==> src/rtl/iso14443a_pkg.sv <==
// Shared ISO/IEC 14443-A framing definitions: CRC_A constants, the tx frame
// encoder state set and the odd-parity helper used by the tx and rx paths.
package iso14443a_pkg;

  localparam logic [15:0] CRC_A_PRESET    = 16'h6363;
  localparam logic [15:0] CRC_A_POLY_REFL = 16'h8408;

  typedef enum logic [2:0] {
    ST_IDLE       = 3'd0,
    ST_DATA       = 3'd1,
    ST_PARITY     = 3'd2,
    ST_CRC_LO     = 3'd3,
    ST_CRC_LO_PAR = 3'd4,
    ST_CRC_HI     = 3'd5,
    ST_CRC_HI_PAR = 3'd6
  } enc_state_e;

  // Parity bit that makes the total number of ones (byte + parity) odd.
  function automatic logic odd_parity(input logic [7:0] data);
    return ~^data;
  endfunction

endpackage

==> src/rtl/crc_a.sv <==
// Bit-serial CRC_A (reflected, LSB-first) shared by the tx encoder and rx decoder.
// init has priority over en so a frame start always begins from the preset.
module crc_a
  import iso14443a_pkg::*;
#(
  parameter logic [15:0] PRESET    = CRC_A_PRESET,
  parameter logic [15:0] POLY_REFL = CRC_A_POLY_REFL
) (
  input  logic        clk,
  input  logic        rst,
  input  logic        init,
  input  logic        en,
  input  logic        data_bit,
  output logic [15:0] crc
);

  logic fb;

  assign fb = crc[0] ^ data_bit;

  always_ff @(posedge clk or posedge rst) begin
    if (rst) begin
      crc <= PRESET;
    end else if (init) begin
      crc <= PRESET;
    end else if (en) begin
      crc <= (crc >> 1) ^ (fb ? POLY_REFL : 16'h0000);
    end
  end

endmodule

==> src/rtl/tx_frame_encoder.sv <==
// ISO 14443-A tx framing: serialises bytes LSB first with odd parity, optional
// CRC_A trailer and short final bytes, handshaking bit-by-bit with the modulator.
//
// state         | meaning
// ST_IDLE       | no frame; waiting for a rising in_valid
// ST_DATA       | sending data bit bit_cnt of the current byte
// ST_PARITY     | sending odd parity of the current byte
// ST_CRC_LO     | sending crc[7:0] bit bit_cnt
// ST_CRC_LO_PAR | sending parity of crc[7:0]
// ST_CRC_HI     | sending crc[15:8] bit bit_cnt
// ST_CRC_HI_PAR | sending parity of crc[15:8]; final bit of the frame
module tx_frame_encoder
  import iso14443a_pkg::*;
#(
  parameter logic [15:0] CRC_PRESET    = CRC_A_PRESET,
  parameter logic [15:0] CRC_POLY_REFL = CRC_A_POLY_REFL
) (
  input  logic       clk,
  input  logic       rst,
  input  logic [7:0] in_data,
  input  logic [2:0] in_data_bits,
  input  logic       in_valid,
  input  logic       in_last,
  input  logic       in_append_crc,
  output logic       in_req,
  output logic       out_data,
  output logic       out_valid,
  output logic       out_last,
  input  logic       out_req,
  output logic       underflow
);

  enc_state_e state_q, state_d;
  logic [7:0] byte_q, byte_d;
  logic       last_q, last_d;
  logic [2:0] bits_q, bits_d;
  logic       append_q, append_d;
  logic [2:0] bit_cnt_q, bit_cnt_d;
  logic       in_req_q, in_req_d;
  logic       underflow_q, underflow_d;
  logic       in_valid_q;

  logic        crc_init;
  logic        crc_en;
  logic        crc_bit;
  logic [15:0] crc;
  logic [7:0]  crc_lo;
  logic [7:0]  crc_hi;

  logic consume;
  logic short_end;
  logic data_c;
  logic last_c;

  assign crc_lo    = crc[7:0];
  assign crc_hi    = crc[15:8];
  assign out_valid = (state_q != ST_IDLE);
  assign consume   = out_valid & out_req;
  // A partial final byte ends the frame on bit (bits-1); bits==0 means a full byte.
  assign short_end = last_q && (bits_q != 3'd0) && (bit_cnt_q == bits_q - 3'd1);

  assign out_data  = data_c;
  assign out_last  = last_c;
  assign in_req    = in_req_q;
  assign underflow = underflow_q;

  crc_a #(
    .PRESET    (CRC_PRESET),
    .POLY_REFL (CRC_POLY_REFL)
  ) u_crc (
    .clk      (clk),
    .rst      (rst),
    .init     (crc_init),
    .en       (crc_en),
    .data_bit (crc_bit),
    .crc      (crc)
  );

  always_ff @(posedge clk or posedge rst) begin
    if (rst) begin
      state_q     <= ST_IDLE;
      byte_q      <= 8'h00;
      last_q      <= 1'b0;
      bits_q      <= 3'd0;
      append_q    <= 1'b0;
      bit_cnt_q   <= 3'd0;
      in_req_q    <= 1'b0;
      underflow_q <= 1'b0;
      in_valid_q  <= 1'b0;
    end else begin
      state_q     <= state_d;
      byte_q      <= byte_d;
      last_q      <= last_d;
      bits_q      <= bits_d;
      append_q    <= append_d;
      bit_cnt_q   <= bit_cnt_d;
      in_req_q    <= in_req_d;
      underflow_q <= underflow_d;
      in_valid_q  <= in_valid;
    end
  end

  always_comb begin
    state_d     = state_q;
    byte_d      = byte_q;
    last_d      = last_q;
    bits_d      = bits_q;
    append_d    = append_q;
    bit_cnt_d   = bit_cnt_q;
    in_req_d    = 1'b0;
    underflow_d = 1'b0;
    crc_init    = 1'b0;
    crc_en      = 1'b0;
    crc_bit     = 1'b0;
    data_c      = 1'b0;
    last_c      = 1'b0;

    case (state_q)
      ST_IDLE: begin
        // Edge-qualified start so a source still holding in_valid after the
        // previous frame cannot retrigger.
        if (in_valid && !in_valid_q) begin
          byte_d    = in_data;
          last_d    = in_last;
          bits_d    = in_last ? in_data_bits : 3'd0;
          append_d  = in_append_crc;
          bit_cnt_d = 3'd0;
          in_req_d  = 1'b1;
          crc_init  = 1'b1;
          state_d   = ST_DATA;
        end
      end

      ST_DATA: begin
        data_c = byte_q[bit_cnt_q];
        last_c = short_end;
        if (consume) begin
          crc_en    = 1'b1;
          crc_bit   = byte_q[bit_cnt_q];
          bit_cnt_d = bit_cnt_q + 3'd1;
          if (short_end) begin
            state_d = ST_IDLE;
          end else if (bit_cnt_q == 3'd7) begin
            state_d = ST_PARITY;
          end
        end
      end

      ST_PARITY: begin
        data_c = odd_parity(byte_q);
        last_c = last_q && !append_q;
        if (consume) begin
          if (!last_q) begin
            // The source has been presenting the next byte since the cycle
            // after the previous in_req; load it here or abort the frame.
            if (in_valid) begin
              byte_d    = in_data;
              last_d    = in_last;
              bits_d    = in_last ? in_data_bits : 3'd0;
              bit_cnt_d = 3'd0;
              in_req_d  = 1'b1;
              state_d   = ST_DATA;
            end else begin
              underflow_d = 1'b1;
              state_d     = ST_IDLE;
            end
          end else if (append_q) begin
            bit_cnt_d = 3'd0;
            state_d   = ST_CRC_LO;
          end else begin
            state_d = ST_IDLE;
          end
        end
      end

      ST_CRC_LO: begin
        data_c = crc_lo[bit_cnt_q];
        if (consume) begin
          bit_cnt_d = bit_cnt_q + 3'd1;
          if (bit_cnt_q == 3'd7) begin
            state_d = ST_CRC_LO_PAR;
          end
        end
      end

      ST_CRC_LO_PAR: begin
        data_c = odd_parity(crc_lo);
        if (consume) begin
          bit_cnt_d = 3'd0;
          state_d   = ST_CRC_HI;
        end
      end

      ST_CRC_HI: begin
        data_c = crc_hi[bit_cnt_q];
        if (consume) begin
          bit_cnt_d = bit_cnt_q + 3'd1;
          if (bit_cnt_q == 3'd7) begin
            state_d = ST_CRC_HI_PAR;
          end
        end
      end

      ST_CRC_HI_PAR: begin
        data_c = odd_parity(crc_hi);
        last_c = 1'b1;
        if (consume) begin
          state_d = ST_IDLE;
        end
      end

      default: begin
        state_d = ST_IDLE;
      end
    endcase
  end

endmodule

==> config.mk <==
export PLATFORM = sky130hd
export DESIGN_NAME = tx_frame_encoder
export DESIGN_NICKNAME = d
export VERILOG_FILES = /design/src/rtl/iso14443a_pkg.sv /design/src/rtl/crc_a.sv /design/src/rtl/tx_frame_encoder.sv
export SDC_FILE = /design/constraint.sdc
export NUM_CORES = 1
export LEC_CHECK = 0
export BUFFER_PORTS_ARGS = -buffer_cell sky130_fd_sc_hd__buf_4
export CORE_AREA = 2 2 101 103
export CTS_CLUSTER_SIZE = 40
export DETAILED_ROUTE_END_ITERATION = 10
export DIE_AREA = 0 0 103 105
export GPL_TIMING_DRIVEN = 0
export MAX_ROUTING_LAYER = met4
export SETUP_SLACK_MARGIN = 0.2
export SYNTH_ARGS = -nofsm -noshare
export SYNTH_HDL_FRONTEND = slang
export SYNTH_SLANG_ARGS = --single-unit
==> constraint.sdc <==
create_clock -name clk -period 2 [get_ports clk]
set_input_delay 0.4 -clock clk [delete_from_list [all_inputs] [get_ports clk]]
set_output_delay 0.4 -clock clk [all_outputs]
set_load 0.02 [all_outputs]
==> impl_metrics.yaml <==
status:
  status: "complete, but fails checks"
  violations: "negative setup slack"
cts:
  cts_num_sinks: 38
  ctsRootBufferMaster: "clkbuf_8"
  numCtsBuffers: 5
  clk_pin_slew_ns: 0.08
  clk_latency_ns: 0.29
  cts.path.max_buffers: 2
  cts_tree: "done"
  cts_max_level: 2
placement:
  hpwlAfterDp_mm: 3.51
  dp_slack_ns: -0.380
  gp_congestion: 0.826
  io_buffer_count: 21
  placed_area_mm2: 0.00264
sta:
  hold_ws_ns: 0.259
  worstMarginPinSlew_ns: 0.839
  hold_viol: 0
  fin_ws_ns: -0.474
  rsz0062_at_grt: "true"
  timing.slew.headroom_pct: 44.0
  slew_violations: 0
  fmax_mhz: 404
  skew_ns: 0.00528
  finalCriticalPeriod_ns: 2.47
  setup_viol: 2
  timing.final.crit_share_pct: 124
global_route:
  grt_util_all_layers_pct: 10.3
  grt_max_degree: 39
  antenna_found_initial: 0
  grt_first_pass_wirelength_mm: 8.59
  first_global_vias: 1727
  overflow: 0
cells_and_area:
  final_util_pct: 30.7
  nets: 277
  final_layout_size_suffix_gt1_share_pct: 37.5
  ff_latch_area_um2: 963
  nFillCells: 1014
  final_area_mm2: 0.00296
  syn_to_final_growth_pct: 29.8
  antenna_cells: 0
  multi_input_area_mm2: 0.00137
min_path:
  min_path_type: "in2reg"
power_and_ir_drop:
  p_leak_nw: 1.22
  power_mw: 5.26
  p_per_area_mw_per_mm2: 1780
  ir_worst_vdd_v: 0.000634
logic_synthesis:
  ys_ff_latch: 38
  syn_avg_cell_area_um2: 10.6
  synthArstFlopShare_pct: 100
  synthesis.nets: 235
  synth.top_cell.area_share_pct: 32.9
  synth.distinct_cells: 45
  synth_common_cells: "dfrtp_1 (30), nand2_1 (25), xnor2_1 (25), inv_1 (9)"
  synth_edf_count: 0
  synthCells: 214
  synthTopCellsByArea: "dfrtp_1 (33%), xnor2_1 (9.6%), dfstp_2 (9.2%), nand2_1 (4.1%), mux2_2 (4.0%)"
  synth.most_common_cell: "dfrtp_1"
  seq_area_frac_synth_pct: 42.2
  yosysWarnings: 0
  netlist_area_mm2: 0.00228
  yosysTopAreaCell: "dfrtp_1"
  synth_ff_type: "dfrtp_1"
floorplan:
  fp.dieH_um: 105
  start_util_pct: 23.6
  rows: 36
  io_pins: 22
  core_area_mm2: 0.00964
  die_area_mm2: 0.0108
  die_w_um: 103
worst_setup_path:
  path_class: "reg2out"
  end_kind: "output port"
  cp_data_arrival_time_ns: 2.07
  startpoint_type: "register"
  cp_cell_sequence: "buf_12, mux4_2, o2111a_1, a211oi_2, o221ai_2, buf_4"
  cp_max_fo: 6
  slowest_delay_ns: 0.50
  worstPathRequired_ns: 1.60
  cp_slowest_cell: "mux4_2"
flow_run:
  drv_cap: 0
route:
  via_count: 1743
  wirelength_mm: 5.12
  avgRoutedWirePerCell_um: 13.2
  dr.pass1.iters: 4
  first_iter_violations: 80
  ant_nets: 0
  drcViolationCount: 0
  via_per_inst: 4.48
==> what timing repair did <==
action                     CTS  global route
buffers inserted             8             6
hold buffers                 0             0
pin swaps                    8             2
resized for setup           27             4
setup endpoints to repair   21             9
==> logic make-up (layout without fill, tap and decap cells) <==
kind of cell / count (synthesis) / in the layout / share of synthesized area (%)
simple gates: 58 / 58 / 13.4
compound gates: 46 / 46 / 15.5
flops: 38 / 38 / 42.2
xor+xnor: 28 / 28 / 12.0
mux: 20 / 20 / 11.0
buf+inv: 20 / 62 / 3.73
fa+ha+maj: 4 / 4 / 2.20
==> metrics by stage <==
| step | std cells | setup TNS [ns] |
|---|---|---|
| floorplan | 214 | -0.173 |
| global placement | 368 | -0.624 |
| detailed placement | 368 | -0.667 |
| CTS | 383 | -0.936 |
| global route | 389 | -1.05 |
| finish | 389 | -0.930 |
==> placed cells by master, fill, tap and decap left out, types with 3 or more instances in the layout <==
cell	Yosys	layout
buf_4	0	32
dfrtp_1	30	28
nand2_1	25	24
xnor2_1	25	23
mux2_2	8	8
o22a_1	8	8
dfstp_2	8	8
o21ai_0	7	7
mux2i_1	7	7
inv_1	9	6
nor2b_1	8	6
nand3_1	7	6
clkbuf_1	8	5
a22o_1	5	5
clkbuf_8	0	5
a21oi_1	4	4
o21ai_1	5	4
nand2b_1	4	3
mux4_2	3	3
inv_2	0	3
buf_6	1	3
==> critical path, delay by kind of cell, from the launching register on <==
kind            cells  cell delay, ns
flops               1            0.40
buf+inv             2            0.31
compound gates      3            0.57
mux                 1            0.50
==> worst paths after layout <==
path | from | endpoint | slack, ns | depth (start not counted)
setup / recovery | bit_cnt_q[1]$_DFFE_PP0P_ | out_data | -0.47 | 6
hold / removal | in_valid | in_valid_q$_DFF_PP0_ | 0.26 | 1
setup reg to reg | bit_cnt_q[1]$_DFFE_PP0P_ | u_crc.crc[3]$_DFFE_PP0P_ | 0.09 | 8
hold reg to reg | u_crc.crc[13]$_DFFE_PP1P_ | u_crc.crc[13]$_DFFE_PP1P_ | 0.54 | 1
max in group asynchronous | rst | bit_cnt_q[1]$_DFFE_PP0P_ | 1.15 | 2
min in group asynchronous | rst | u_crc.crc[7]$_DFFE_PP0P_ | 0.28 | 2
==> power by group <==
| part | internal, mW | leakage (nW) | total, mW | switching [mW] |
|---|---|---|---|---|
| Sequential | 1.15 | 0.460 | 1.50 | 0.350 |
| Combinational | 1.71 | 0.719 | 3.25 | 1.54 |
| Clock | 0.234 | 0.0438 | 0.508 | 0.274 |
==> layer usage <==
layer  vias up  global-route usage, %  routed length [µm]
li1        848                      -                   -
met1       859                   14.3                2540
met2        32                   15.1                2370
met3         4                   2.21                 164
met4         0                   2.54                  40
met5         -                      -                   0
==> layout make-up <==
type | instances | area share, %
Clock inverter | 2 | 0.339
Inverter | 9 | 1.14
Sequential cell | 38 | 32.6
Clock buffer | 5 | 2.33
Buffer | 11 | 2.33
Multi-Input combinational cell | 156 | 46.4
Tap cell | 133 | 5.63
Timing Repair Buffer | 35 | 9.27
==> sequential cells by signal, indices dropped and copies added (netlist names) <==
register and flops:
append_q 1, bit_cnt_q 3, bits_q 3, byte_q 8, in_req 1, in_valid_q 1, last_q 1, state_q 3
u_crc.crc 16, underflow 1
Power figures use the tool's default switching activity.
